<file path="src/rtl/dither_frame_ctrl.sv">
// Frame-synchronous sequencer around a combinational 2x2 ordered-dither stage:
// debounced switches, frame-boundary enable changes, temporal threshold rotation.
module dither_frame_ctrl #(
    parameter logic [15:0] DEB_CYCLES    = 16'd50000,
    parameter bit          VS_ACTIVE_LOW = 1'b1,
    parameter int          HW            = 11
) (
    input  logic          clk,
    input  logic          rst,
    input  logic [HW-1:0] hc,
    input  logic [HW-1:0] vc,
    input  logic [23:0]   pix_in,
    input  logic          hsync_in,
    input  logic          vsync_in,
    input  logic          blank_in,
    input  logic          sw_dither,
    input  logic          sw_temporal,
    output logic          dith_hc,
    output logic          dith_vc,
    output logic          dith_en,
    output logic [23:0]   dith_in,
    input  logic [23:0]   dith_out,
    output logic [11:0]   rgb_out,
    output logic          hsync_out,
    output logic          vsync_out,
    output logic          blank_out,
    output logic [1:0]    frame_phase
);

    localparam logic SYNC_IDLE = VS_ACTIVE_LOW ? 1'b1 : 1'b0;

    typedef enum logic [1:0] {
        S_OFF,
        S_ARM_ON,
        S_ON,
        S_ARM_OFF
    } state_t;

    state_t      state;
    logic [1:0]  sw_meta;
    logic [1:0]  sw_sync;
    logic [1:0]  sw_last;
    logic [15:0] deb_cnt;
    logic        req_dither;
    logic        req_temporal;
    logic        temporal_en;
    logic        vs_act;
    logic        vs_act_prev;
    logic        fb;
    logic        hsync_d1;
    logic        vsync_d1;
    logic        blank_d1;
    logic        unused_bits;

    assign vs_act      = VS_ACTIVE_LOW ? ~vsync_in : vsync_in;
    assign fb          = vs_act & ~vs_act_prev;
    assign unused_bits = ^{hc[HW-1:1], vc[HW-1:1], dith_out[19:16], dith_out[11:8], dith_out[3:0]};

    // Both switches share one debounce counter: any change of either restarts it.
    always_ff @(posedge clk) begin
        if (rst) begin
            sw_meta      <= 2'b00;
            sw_sync      <= 2'b00;
            sw_last      <= 2'b00;
            deb_cnt      <= 16'd0;
            req_dither   <= 1'b0;
            req_temporal <= 1'b0;
            vs_act_prev  <= 1'b0;
        end else begin
            sw_meta     <= {sw_dither, sw_temporal};
            sw_sync     <= sw_meta;
            sw_last     <= sw_sync;
            vs_act_prev <= vs_act;
            if (sw_sync != sw_last) begin
                deb_cnt <= 16'd0;
            end else if (deb_cnt != DEB_CYCLES - 16'd1) begin
                deb_cnt <= deb_cnt + 16'd1;
            end else begin
                req_dither   <= sw_last[1];
                req_temporal <= sw_last[0];
            end
        end
    end

    // Requests only arm a change; the enable itself flips on a frame boundary.
    always_ff @(posedge clk) begin
        if (rst) begin
            state       <= S_OFF;
            dith_en     <= 1'b0;
            temporal_en <= 1'b0;
        end else begin
            case (state)
                S_OFF: begin
                    if (req_dither) state <= S_ARM_ON;
                end
                S_ARM_ON: begin
                    if (!req_dither) begin
                        state <= S_OFF;
                    end else if (fb) begin
                        state       <= S_ON;
                        dith_en     <= 1'b1;
                        temporal_en <= req_temporal;
                    end
                end
                S_ON: begin
                    if (!req_dither) state <= S_ARM_OFF;
                    if (fb) temporal_en <= req_temporal;
                end
                S_ARM_OFF: begin
                    if (req_dither) begin
                        state <= S_ON;
                    end else if (fb) begin
                        state   <= S_OFF;
                        dith_en <= 1'b0;
                    end
                end
                default: begin
                    state   <= S_OFF;
                    dith_en <= 1'b0;
                end
            endcase
        end
    end

    always_ff @(posedge clk) begin
        if (rst || !temporal_en) begin
            frame_phase <= 2'd0;
        end else if (fb) begin
            frame_phase <= frame_phase + 2'd1;
        end
    end

    // Two-stage pixel pipeline with matching sync/blank delay lines.
    always_ff @(posedge clk) begin
        if (rst) begin
            dith_in   <= 24'h000000;
            dith_hc   <= 1'b0;
            dith_vc   <= 1'b0;
            rgb_out   <= 12'h000;
            hsync_d1  <= SYNC_IDLE;
            vsync_d1  <= SYNC_IDLE;
            blank_d1  <= 1'b1;
            hsync_out <= SYNC_IDLE;
            vsync_out <= SYNC_IDLE;
            blank_out <= 1'b1;
        end else begin
            dith_in   <= pix_in;
            dith_hc   <= hc[0] ^ frame_phase[0];
            dith_vc   <= vc[0] ^ frame_phase[1];
            rgb_out   <= blank_d1 ? 12'h000
                                  : {dith_out[23:20], dith_out[15:12], dith_out[7:4]};
            hsync_d1  <= hsync_in;
            vsync_d1  <= vsync_in;
            blank_d1  <= blank_in;
            hsync_out <= hsync_d1;
            vsync_out <= vsync_d1;
            blank_out <= blank_d1;
        end
    end

endmodule

</file>
<file path="config.mk">
export PLATFORM = sky130hd
export DESIGN_NAME = dither_frame_ctrl
export DESIGN_NICKNAME = d
export VERILOG_FILES = /design/src/rtl/dither_frame_ctrl.sv
export SDC_FILE = /design/constraint.sdc
export NUM_CORES = 1
export LEC_CHECK = 0
export ABC_AREA = 1
export BUFFER_PORTS_ARGS = -buffer_cell sky130_fd_sc_hd__buf_2
export CAP_MARGIN = 5
export CORE_UTILIZATION = 40
export CTS_CLUSTER_SIZE = 24
export DETAILED_ROUTE_END_ITERATION = 10
export HOLD_SLACK_MARGIN = 0.1
export PLACE_DENSITY = 0.83
export SETUP_SLACK_MARGIN = 0.02
export SKIP_LAST_GASP = 1
export SLEW_MARGIN = 30
export SYNTH_ARGS = -nofsm -noshare
export SYNTH_HDL_FRONTEND = slang
export SYNTH_SLANG_ARGS = --single-unit
</file>
<file path="constraint.sdc">
create_clock -name clk -period 1.3 [get_ports clk]
set_input_delay 0.13 -clock clk [delete_from_list [all_inputs] [get_ports clk]]
set_output_delay 0.13 -clock clk [all_outputs]
set_load 0.1 [all_outputs]
</file>
==> reports/results.txt, run 1 <==
Largest net degree at the start of global routing: 19
Clock-pin slew on the worst setup and hold paths: 0.08 ns
Pwr Density: 1271 mW/mm^2
Hold endpoint: dith_in[9]
Die width: 83.68 um
Synth Area in Compound Gates: 5.626%
Comb pwr share: 16.5%
Worst-Margin Slew: 0.5111 ns
Starting Density: 41.79%
Final wirelength: 7421 um
Core ar.: 0.006386 mm^2
Vias per cell: 4.706
Reg-to-reg slack, setup: 0.03 ns
Clk_skew: 0.01171 ns
Fraction of synthesized area in multiplexers: 0%
TritonRoute pass-1 iters: 4
Area Growth Syn to Fin: 47.49%
Reg-to-Reg Start: deb_cnt[0]
Sw power: 0.001521 W
Tcrit/Tclk final: 97.72%
Vias in the first global route: 2637
Worst hold path class: in -> reg
DR vias: 2574
CP arrival: 1.55 ns
Asr flop ratio synth: 0%
Cell Rows: 29
Relative slew margins: 66.16%
VDD IR max: 0.0009552 V
Gr ovfl total: 0
Max Used Layer: met4
Synth Area in XOR/XNOR: 2.297%
Setup TNS: 0 ns
First-pass GRT wire length: 12050 um
Clock Latency Late Sink: 0.36 ns
CTS max path bufs: 2
TritonCTS clock tree: done
Synth Area in Simple Gates: 25.04%
Adder-cell share of the synthesized area: 0.4688%
WP buf/inv: 1
Antenna violations before repair: 0
Hold Path Depth: 2
YS warnings: 0
Main flop type after synthesis: dfxtp_1
Final-stage net count: 544
Most common cell after layout, fill and taps aside: buf_2
DRC: 0
Max Cap Violations: 0
CTS Sinks: 75
Final setup viols: 0
R2R cell count: 7
Synthesized Nets: 401
Most frequent cells in the layout: buf_2 (83), dfxtp_1 (65), inv_1 (61)
DR WL met3: 402 um
Number of flops mapped to enable cells by yosys: 0
Die footprint: 0.007002 mm^2
PortBufs: 88
Worst setup path category: reg -> reg
Clk pwr share: 35.5%
Worst Hold Launch: rst
CP startpoint kind: flip-flop
Crit end category: flip-flop
Root Driver: clkbuf_8
Post-route setup slack: 0.02967 ns
Ports: 121
Sequential element share of the synthesized area: 56.26%
RSZ-0062 raised after global routing: true
Fillers: 481
Status: complete, no violations
Core Util, Final: 61.64%
Synthesis-stage register bit count: 75
Critical path's top delay family: simple AND/OR/NAND/NOR gates
Mapped Area: 0.002669 mm^2
Synth Area per Inst: 8.263 um^2
Worst-path cell chain: ha_4, nand3_4, inv_4, nand3_2, nor2_4, nand3_1, a21oi_1
Sequential share of power: 48.0%
Sw Ratio: 30.39%
Antenna Nets Post-Route: 0
Avg WL per Cell: 13.57 um
Met1 Wirelength: 2849 um
Final GP Congestion: 0.7850
Synth unique cells: 27
Crit path largest cell delay: 0.36 ns
Cell Int Power: 0.003482 W
1st-iter DRT viols: 133
DR WL met2: 3852 um
Final HPWL DP: 3956 um
Total GRT Usage: 21.96%
Total inserted antenna cells: 0
Final hold violations: 0
Final min period: 1.270 ns
Htree depth: 3
Synthesized netlist cell count: 323
Crit path max fanout: 5
Fin. max-slew vios: 0
Fraction of layout cells with a size suffix above 1: 33.19%
Critical path required time: 1.58 ns
FMAX: 787.2 MHz
Leakage: 1.857 nW
Num CTS Buffers: 9
CP max-delay cell: dfxtp_2
DP Worst Slack: -0.002756 ns
Die extent in y: 83.68 um
Critical R2R Capture: req_temporal
Largest family of logic cells by synthesized area: simple AND/OR/NAND/NOR gates
-- cell families (layout without fill, tap and decap cells) --
family,after synthesis,after routing
adder cells (fa/ha/maj),1,1
XOR/XNOR,7,7
buffers and inverters,71,218
AND/OR/NAND/NOR,142,142
AO/OA/AOI/OAI,27,27
flip-flops,75,75
-- worst max-delay path by stage --
| stage | from | endpoint | cells past startpoint |
|---|---|---|---|
| after floorplan | deb_cnt[0] | req_dither | 7 |
| after detailed placement | deb_cnt[0] | req_temporal | 7 |
| after CTS | deb_cnt[1] | req_temporal | 7 |
| after global routing | deb_cnt[0] | req_temporal | 7 |
| final | deb_cnt[0] | req_temporal | 7 |
| after global placement | deb_cnt[0] | deb_cnt[1] | 6 |
-- flip-flops by register name (all words and copies together), names as in the netlist, 2 cells and up, named ones only --
signal,flops
dith_in,24
deb_cnt,16
rgb_out,12
frame_phase,2
sw_last,2
sw_meta,2
sw_sync,2
-- layer usage --
layer | vias up | track usage (%)
met2 | 101 | 39.39
li1 | 1250 | -
met1 | 1190 | 22.95
met4 | 0 | 14.18
met5 | - | 0
met3 | 33 | 4.946
-- synth_stat cells (2+ instances only) --
library cell | n | area (um^2)
a21oi_1 | 15 | 75.07
a21oi_2 | 3 | 26.28
clkbuf_1 | 5 | 18.77
dfxtp_1 | 75 | 1501
inv_1 | 62 | 232.7
inv_2 | 2 | 7.510
nand2_1 | 43 | 161.4
nand2_2 | 3 | 18.77
nand3_1 | 10 | 50.05
nand3_2 | 2 | 20.02
nand3b_2 | 2 | 22.52
nand4_1 | 4 | 25.02
nor2_1 | 60 | 225.2
nor2_4 | 6 | 67.56
nor3_1 | 3 | 15.01
o21ai_0 | 7 | 35.03
or2_2 | 6 | 37.54
xnor2_1 | 5 | 43.79
xor2_1 | 2 | 17.52
-- through the flow --
| step | total power, W | hold WS (ns) | cells | cell area (um^2) |
|---|---|---|---|---|
| 3_5_place_dp | 0.003135 | 0.3153 | 487 | 3219 |
| 3_3_place_gp | 0.003122 | 0.3133 | 487 | 3219 |
| 4_1_cts | 0.004944 | 0.1133 | 545 | 3859 |
| 6_report | 0.005003 | 0.1195 | 547 | 3936 |
| 2_1_floorplan | 0.002981 | 0.2139 | 323 | 2673 |
| 5_1_grt | 0.005173 | 0.1271 | 547 | 3936 |
-- area by class of cell --
type	instances	area [um^2]	share of cell area, %
sequential	75	1514	38.46
timing repair buffer	139	943.4	23.97
tap	77	96.34	2.448
clock buffer	9	123.9	3.147
clock inverter	6	67.56	1.716
inverter	64	242.7	6.167
multi-input combinational	177	948.4	24.09
-- timing repair --
action / CTS / global route
hold buffers: 43 / 0
resized for setup: 5 / 24
endpoints found under the setup margin: 7 / 23
buffers inserted: 0 / 2
endpoints found under the hold margin: 44 / 0
pin swaps: 1 / 1
-- power groups by stage --
stage               sequential (W)  combinational [W]  clock (W)
global placement           0.00244           0.000677          0
CTS                        0.00239           0.000791    0.00176
detailed placement         0.00245           0.000689          0
floorplan                  0.00286           0.000119          0
finish                     0.00240           0.000824    0.00178
global route               0.00241           0.000857    0.00191
-- worst reg2reg max path: stages (launching register included) --
cell	delay, ns
dfxtp_2	0.36
ha_4	0.16
nand3_4	0.12
inv_4	0.10
nand3_2	0.08
nor2_4	0.14
nand3_1	0.09
a21oi_1	0.15
Note: power is estimated with default switching activity, not from simulation.
==> inputs of run 2 (changes only) <==
--- a/config.mk
+++ b/config.mk
@@ -12,7 +12,7 @@
 export CTS_CLUSTER_SIZE = 24
 export DETAILED_ROUTE_END_ITERATION = 10
 export HOLD_SLACK_MARGIN = 0.1
-export PLACE_DENSITY = 0.83
+export PLACE_DENSITY = 0.8
 export SETUP_SLACK_MARGIN = 0.02
 export SKIP_LAST_GASP = 1
 export SLEW_MARGIN = 30
==> constraint.sdc (replaced) <==
create_clock -name clk -period 1.63 [get_ports clk]
set_input_delay 0.163 -clock clk [delete_from_list [all_inputs] [get_ports clk]]
set_output_delay 0.163 -clock clk [all_outputs]
set_load 0.1 [all_outputs]
==> reports/results.txt, run 2 (synthesized netlist as in run 1, its figures left out) <==
DP Cell Count: 482 (-1.0%)
Crit end category: flip-flop
Htree depth: 3 (unchanged)
Final min period: 1.412 ns (+0.1418 ns)
FMAX: 708.1 MHz (-10%)
Final HPWL DP: 3713 um (-6.1%)
Leakage: 1.842 nW (-0.77%)
First-pass GRT wire length: 10700 um (-11%)
# Post-CTS Setup Buffers: 0 (unchanged)
Non-filler cells, final: 541 (-1.1%)
Total GRT Usage: 19.42% (-2.5 points)
TritonCTS clock tree: done
Antenna Nets Post-Route: 0 (unchanged)
CP arrival: 1.67 ns (+0.12 ns)
1st-iter DRT viols: 117 (-12%)
Core ar.: 0.006386 mm^2 (unchanged)
Max FFs per register: 24 (unchanged)
Final GP Congestion: 0.7467 (-4.9%)
Sw power: 0.001129 W (-26%)
Worst hold path class: in -> reg
Largest net degree at the start of global routing: 24 (+5)
Ports: 121 (unchanged)
Largest register by flop count: dith_in
DRC: 0 (unchanged)
DP Worst Slack: 0.2547 ns (+0.2574 ns)
Sw Ratio: 27.34% (-3.1 points)
Vias per cell: 4.484 (-4.7%)
Gr ovfl total: 0 (unchanged)
Fin. max-slew vios: 0 (unchanged)
Largest regs: dith_in x24, deb_cnt x16, rgb_out x12
Most frequent cells in the layout: buf_2 (88), dfxtp_1 (75), inv_1 (62)
Avg WL per Cell: 11.84 um (-13%)
Post-route setup slack: 0.2179 ns (+0.1882 ns)
Placed inst area: 0.003178 mm^2 (-1.3%)
Cell Rows: 29 (unchanged)
TritonRoute pass-1 iters: 4 (unchanged)
Vias in the first global route: 2466 (-6.5%)
Clock-pin slew on the worst setup and hold paths: 0.08 ns (about the same)
Worst setup path category: reg -> reg
Setup TNS: 0 ns (unchanged)
Sequential share of power: 46.3% (-1.7 points)
Relative slew margins: 66.71% (+0.55 points)
Die width: 83.68 um (unchanged)
Worst-Margin Slew: 0.5028 ns (-0.008269 ns)
Post-CTS Hold Fix Bufs: 43 (unchanged)
Area Growth Syn to Fin: 43.74%
Post-CTS sizing: 0 (-5)
Die extent in y: 83.68 um (unchanged)
Starting Density: 41.79% (unchanged)
Die footprint: 0.007002 mm^2 (unchanged)
DR vias: 2426 (-5.7%)
Clock Latency Late Sink: 0.33 ns (-0.03 ns)
Comb pwr share: 15.1% (-1.4 points)
Root Driver: clkbuf_8
Max Cap Violations: 0 (unchanged)
Fraction of layout cells with a size suffix above 1: 27.86% (-5.3 points)
Status: complete, no violations
CTS Sinks: 75 (unchanged)
Fillers: 506 (+5.2%)
Critical path required time: 1.89 ns (+0.31 ns)
CTS max path bufs: 2 (unchanged)
Final hold violations: 0 (unchanged)
Clk_skew: 0.009656 ns (-0.002050 ns)
Clk pwr share: 38.5% (+3.0 points)
Tcrit/Tclk final: 86.63% (-11 points)
Antenna violations before repair: 0 (unchanged)
Pwr Density: 1076 mW/mm^2 (-15%)
Final setup viols: 0 (unchanged)
Post-route cell area: 0.003836 mm^2 (-2.5%)
VDD IR max: 0.0007574 V (-21%)
PortBufs: 88 (unchanged)
Final wirelength: 6403 um (-14%)
CP startpoint kind: flip-flop
Most common cell after layout, fill and taps aside: buf_2
RSZ-0062 raised after global routing: false
Crit path max fanout: 5 (unchanged)
Num CTS Buffers: 9 (unchanged)
Cell Int Power: 0.003000 W (-14%)
Final-stage net count: 537 (-1.3%)
==> run 2: final cells by class <==
class,count,area (um^2),area share [%]
clock buffer,11,151.4,3.947
multi-input combinational,177,892.1,23.26
sequential,75,1501,39.14
tap,77,96.34,2.511
timing repair buffer,132,878.3,22.90
inverter,64,240.2,6.262
antenna,1,2.502,0.06523
clock inverter,4,73.82,1.924
==> run 2: path summary, 6_finish.rpt <==
kind                    from            to  slack (ns)  cells after the start
setup / recovery  deb_cnt[0]  req_temporal        0.22                      7
hold / removal           rst   dith_in[10]        0.23                      2
setup reg to reg  deb_cnt[0]  req_temporal        0.22                      7
hold reg to reg   sw_meta[1]    sw_sync[1]        0.41                      2
==> run 2: through the flow <==
step                hold slack, ns  total power, W  utilization [%]
CTS                         0.2105        0.004139            60.03
floorplan                   0.2469        0.002378                -
global placement            0.3466        0.002479            49.76
finish                      0.2322        0.004129            60.07
detailed placement          0.3471        0.002487            49.76
global route                0.2447        0.004262            60.03
==> run 2: worst max-delay path, stage by stage, from the launching register on <==
cell	delay [ns]
dfxtp_1	0.38
ha_1	0.22
nand3_2	0.15
inv_2	0.13
nand3_2	0.09
nor2_4	0.15
nand3_1	0.09
a21oi_1	0.13
==> run 2: metal layers <==
metal | vias to the layer above | track usage [%] | routed length, um
met5 | - | 0 | 0
met4 | 0 | 13.10 | 229
met3 | 23 | 5.143 | 336
met2 | 71 | 34.37 | 3231
met1 | 1099 | 19.96 | 2607
li1 | 1233 | - | -
==> run 2: power by group through the flow <==
stage	clock network, W	registers (W)	logic, W
finish	0.00159	0.00191	0.000625
floorplan	0	0.00228	0.0000949
CTS	0.00161	0.00191	0.000614
global route	0.00169	0.00192	0.000657
detailed placement	0	0.00195	0.000534
global placement	0	0.00195	0.000528
==> inputs of run 3 (changes only) <==
--- a/config.mk
+++ b/config.mk
@@ -8,10 +8,11 @@
 export ABC_AREA = 1
 export BUFFER_PORTS_ARGS = -buffer_cell sky130_fd_sc_hd__buf_2
 export CAP_MARGIN = 5
+export CORE_MARGIN = 2
 export CORE_UTILIZATION = 40
 export CTS_CLUSTER_SIZE = 24
 export DETAILED_ROUTE_END_ITERATION = 10
-export HOLD_SLACK_MARGIN = 0.1
+export HOLD_SLACK_MARGIN = 0.08
 export PLACE_DENSITY = 0.8
 export SETUP_SLACK_MARGIN = 0.02
 export SKIP_LAST_GASP = 1
==> reports/results.txt, run 3 (synthesized netlist as in run 1, its figures left out) <==
Crit end category: flip-flop
Cell Rows: 29 (unchanged)
Most frequent cells in the layout: buf_2 (88), dfxtp_1 (75), inv_1 (62)
Final hold violations: 0 (unchanged)
Pwr Density: 1086 mW/mm^2 (+0.91%)
RSZ-0062 raised after global routing: false
Gr ovfl total: 0 (unchanged)
TritonRoute pass-1 iters: 4 (unchanged)
Worst-path cell chain: ha_1, nand3_2, inv_2, nand3_2, nor2_4, nand3_1, a21oi_1
Htree depth: 3 (unchanged)
Status: complete, no violations
Most used cell, CP: nand3_2
Post-CTS sizing: 0 (unchanged)
Crit path largest cell delay: 0.39 ns (about the same)
1st-iter DRT viols: 78 (-33%)
Total power: 0.004181 W (+1.3%)
CTS max path bufs: 2 (unchanged)
Final min period: 1.434 ns (+0.02158 ns)
Die width: 85.68 um (+2.4%)
M2 GR Usage: 38.42% (+4.1 points)
Die footprint: 0.007341 mm^2 (+4.8%)
CP startpoint kind: flip-flop
Avg WL per Cell: 12.91 um (+9.1%)
Worst hold path class: in -> reg
Final wirelength: 7011 um (+9.5%)
Max Cap Violations: 0 (unchanged)
Tcrit/Tclk final: 87.96% (+1.3 points)
CP max-delay cell: dfxtp_1
Total GRT Usage: 20.10% (+0.68 points)
CTS Sinks: 75 (unchanged)
Max FFs per register: 24 (unchanged)
Clock-pin slew on the worst setup and hold paths: 0.08 ns (about the same)
CP arrival: 1.71 ns (+0.04 ns)
Most common cell after layout, fill and taps aside: buf_2
Final-stage net count: 538 (+0.19%)
Die extent in y: 85.68 um (+2.4%)
Critical path's top delay family: simple AND/OR/NAND/NOR gates
First-pass GRT wire length: 11360 um (+6.2%)
Vias in the first global route: 2587 (+4.9%)
Relative slew margins: 65.74% (-0.96 points)
Root Driver: clkbuf_8
PortBufs: 88 (unchanged)
DRC: 0 (unchanged)
Largest register by flop count: dith_in
Final GP Congestion: 0.7574 (+1.4%)
Fin. max-slew vios: 0 (unchanged)
Setup TNS: 0 ns (unchanged)
TritonCTS clock tree: done
Starting Density: 41.79% (unchanged)
Antenna violations before repair: 1 (+1)
Worst-Margin Slew: 0.5174 ns (+0.01456 ns)
Critical path required time: 1.91 ns (+0.02 ns)
WP buf/inv: 1 (unchanged)
Ports: 121 (unchanged)
Crit path max fanout: 5 (unchanged)
Final setup viols: 0 (unchanged)
Fraction of layout cells with a size suffix above 1: 28.17% (+0.31 points)
GRT Max-Usage Layer: met2
Final HPWL DP: 3793 um (+2.1%)
Area Growth Syn to Fin: 44.26%
Clk_skew: 0.007118 ns (-0.002537 ns)
Clock Latency Late Sink: 0.35 ns (+0.02 ns)
Core ar.: 0.006386 mm^2 (unchanged)
FMAX: 697.5 MHz (-1.5%)
Antenna Nets Post-Route: 0 (unchanged)
GR Layer Usage met1: 19.66% (-0.30 points)
# Post-CTS Setup Buffers: 0 (unchanged)
Grt met3 use: 4.427% (-0.72 points)
Leakage: 1.845 nW (+0.16%)
Largest regs: dith_in x24, deb_cnt x16, rgb_out x12
Fillers: 493 (-2.6%)
Num CTS Buffers: 9 (unchanged)
Worst setup path category: reg -> reg
VDD IR max: 0.0008709 V (+15%)
Vias per cell: 4.506 (+0.49%)
Largest net degree at the start of global routing: 20 (-17%)
DR vias: 2447 (+0.87%)
-- run 3: changes by cell type in the layout (fill, tap and decap cells not counted), sizes merged --
cell	change
clkinvlp	+1
clkbuf	-1
buf	+1
inv	+2
clkinv	-1
-- run 3: per-layer routing --
metal  routed length [um]  share of wire, %
met5                    0                 0
met4                  248               3.5
met3                  305               4.4
met2                 3831                55
met1                 2624                37
-- run 3: final timing paths --
check	startpoint	end	slack [ns]	cells past startpoint
min	rst	dith_in[2]	0.15	2
max reg2reg	deb_cnt[0]	req_dither	0.20	7
min reg2reg	sw_meta[0]	sw_sync[0]	0.41	2
max	deb_cnt[0]	req_dither	0.20	7
-- run 3: metrics by stage --
stage	utilization, %	cell area (um^2)	cells	worst slack [ns]	hold WS (ns)
finish	60.29	3850	543	0.1963	0.1515
global route	60.29	3850	543	0.1096	0.1584
CTS	60.25	3847	542	0.2046	0.1365
detailed placement	49.88	3186	483	0.2486	0.3505
global placement	49.88	3186	483	0.2990	0.3477
floorplan	-	2669	323	0.1469	0.2469
-- run 3: area by class of cell --
class                      count  area (um^2)  area share, %
antenna                        1        2.502        0.06500
clock buffer                  10        137.6          3.575
clock inverter                 6        93.84          2.437
inverter                      64        240.2          6.240
multi-input combinational    177        892.1          23.17
sequential                    75         1501          39.00
tap                           77        96.34          2.502
timing repair buffer         133        885.9          23.01
-- run 3: repair_timing --
action | CTS | global route
endpoints found under the setup margin | 0 | 0
hold buffers | 43 | 0
hold endpoints to repair | 44 | 0
-- run 3: worst register-to-register path: stages (launching register included) --
cell and delay, ns:
dfxtp_1 0.39, ha_1 0.23, nand3_2 0.16, inv_2 0.14
nand3_2 0.09, nor2_4 0.16, nand3_1 0.09, a21oi_1 0.12
-- run 3: power breakdown --
group / switching [W] / internal [W]
combinational: 0.000464 / 0.000171
clock: 0.000716 / 0.000917
sequential: 0.0000208 / 0.00189
total: 0.00120 / 0.00298
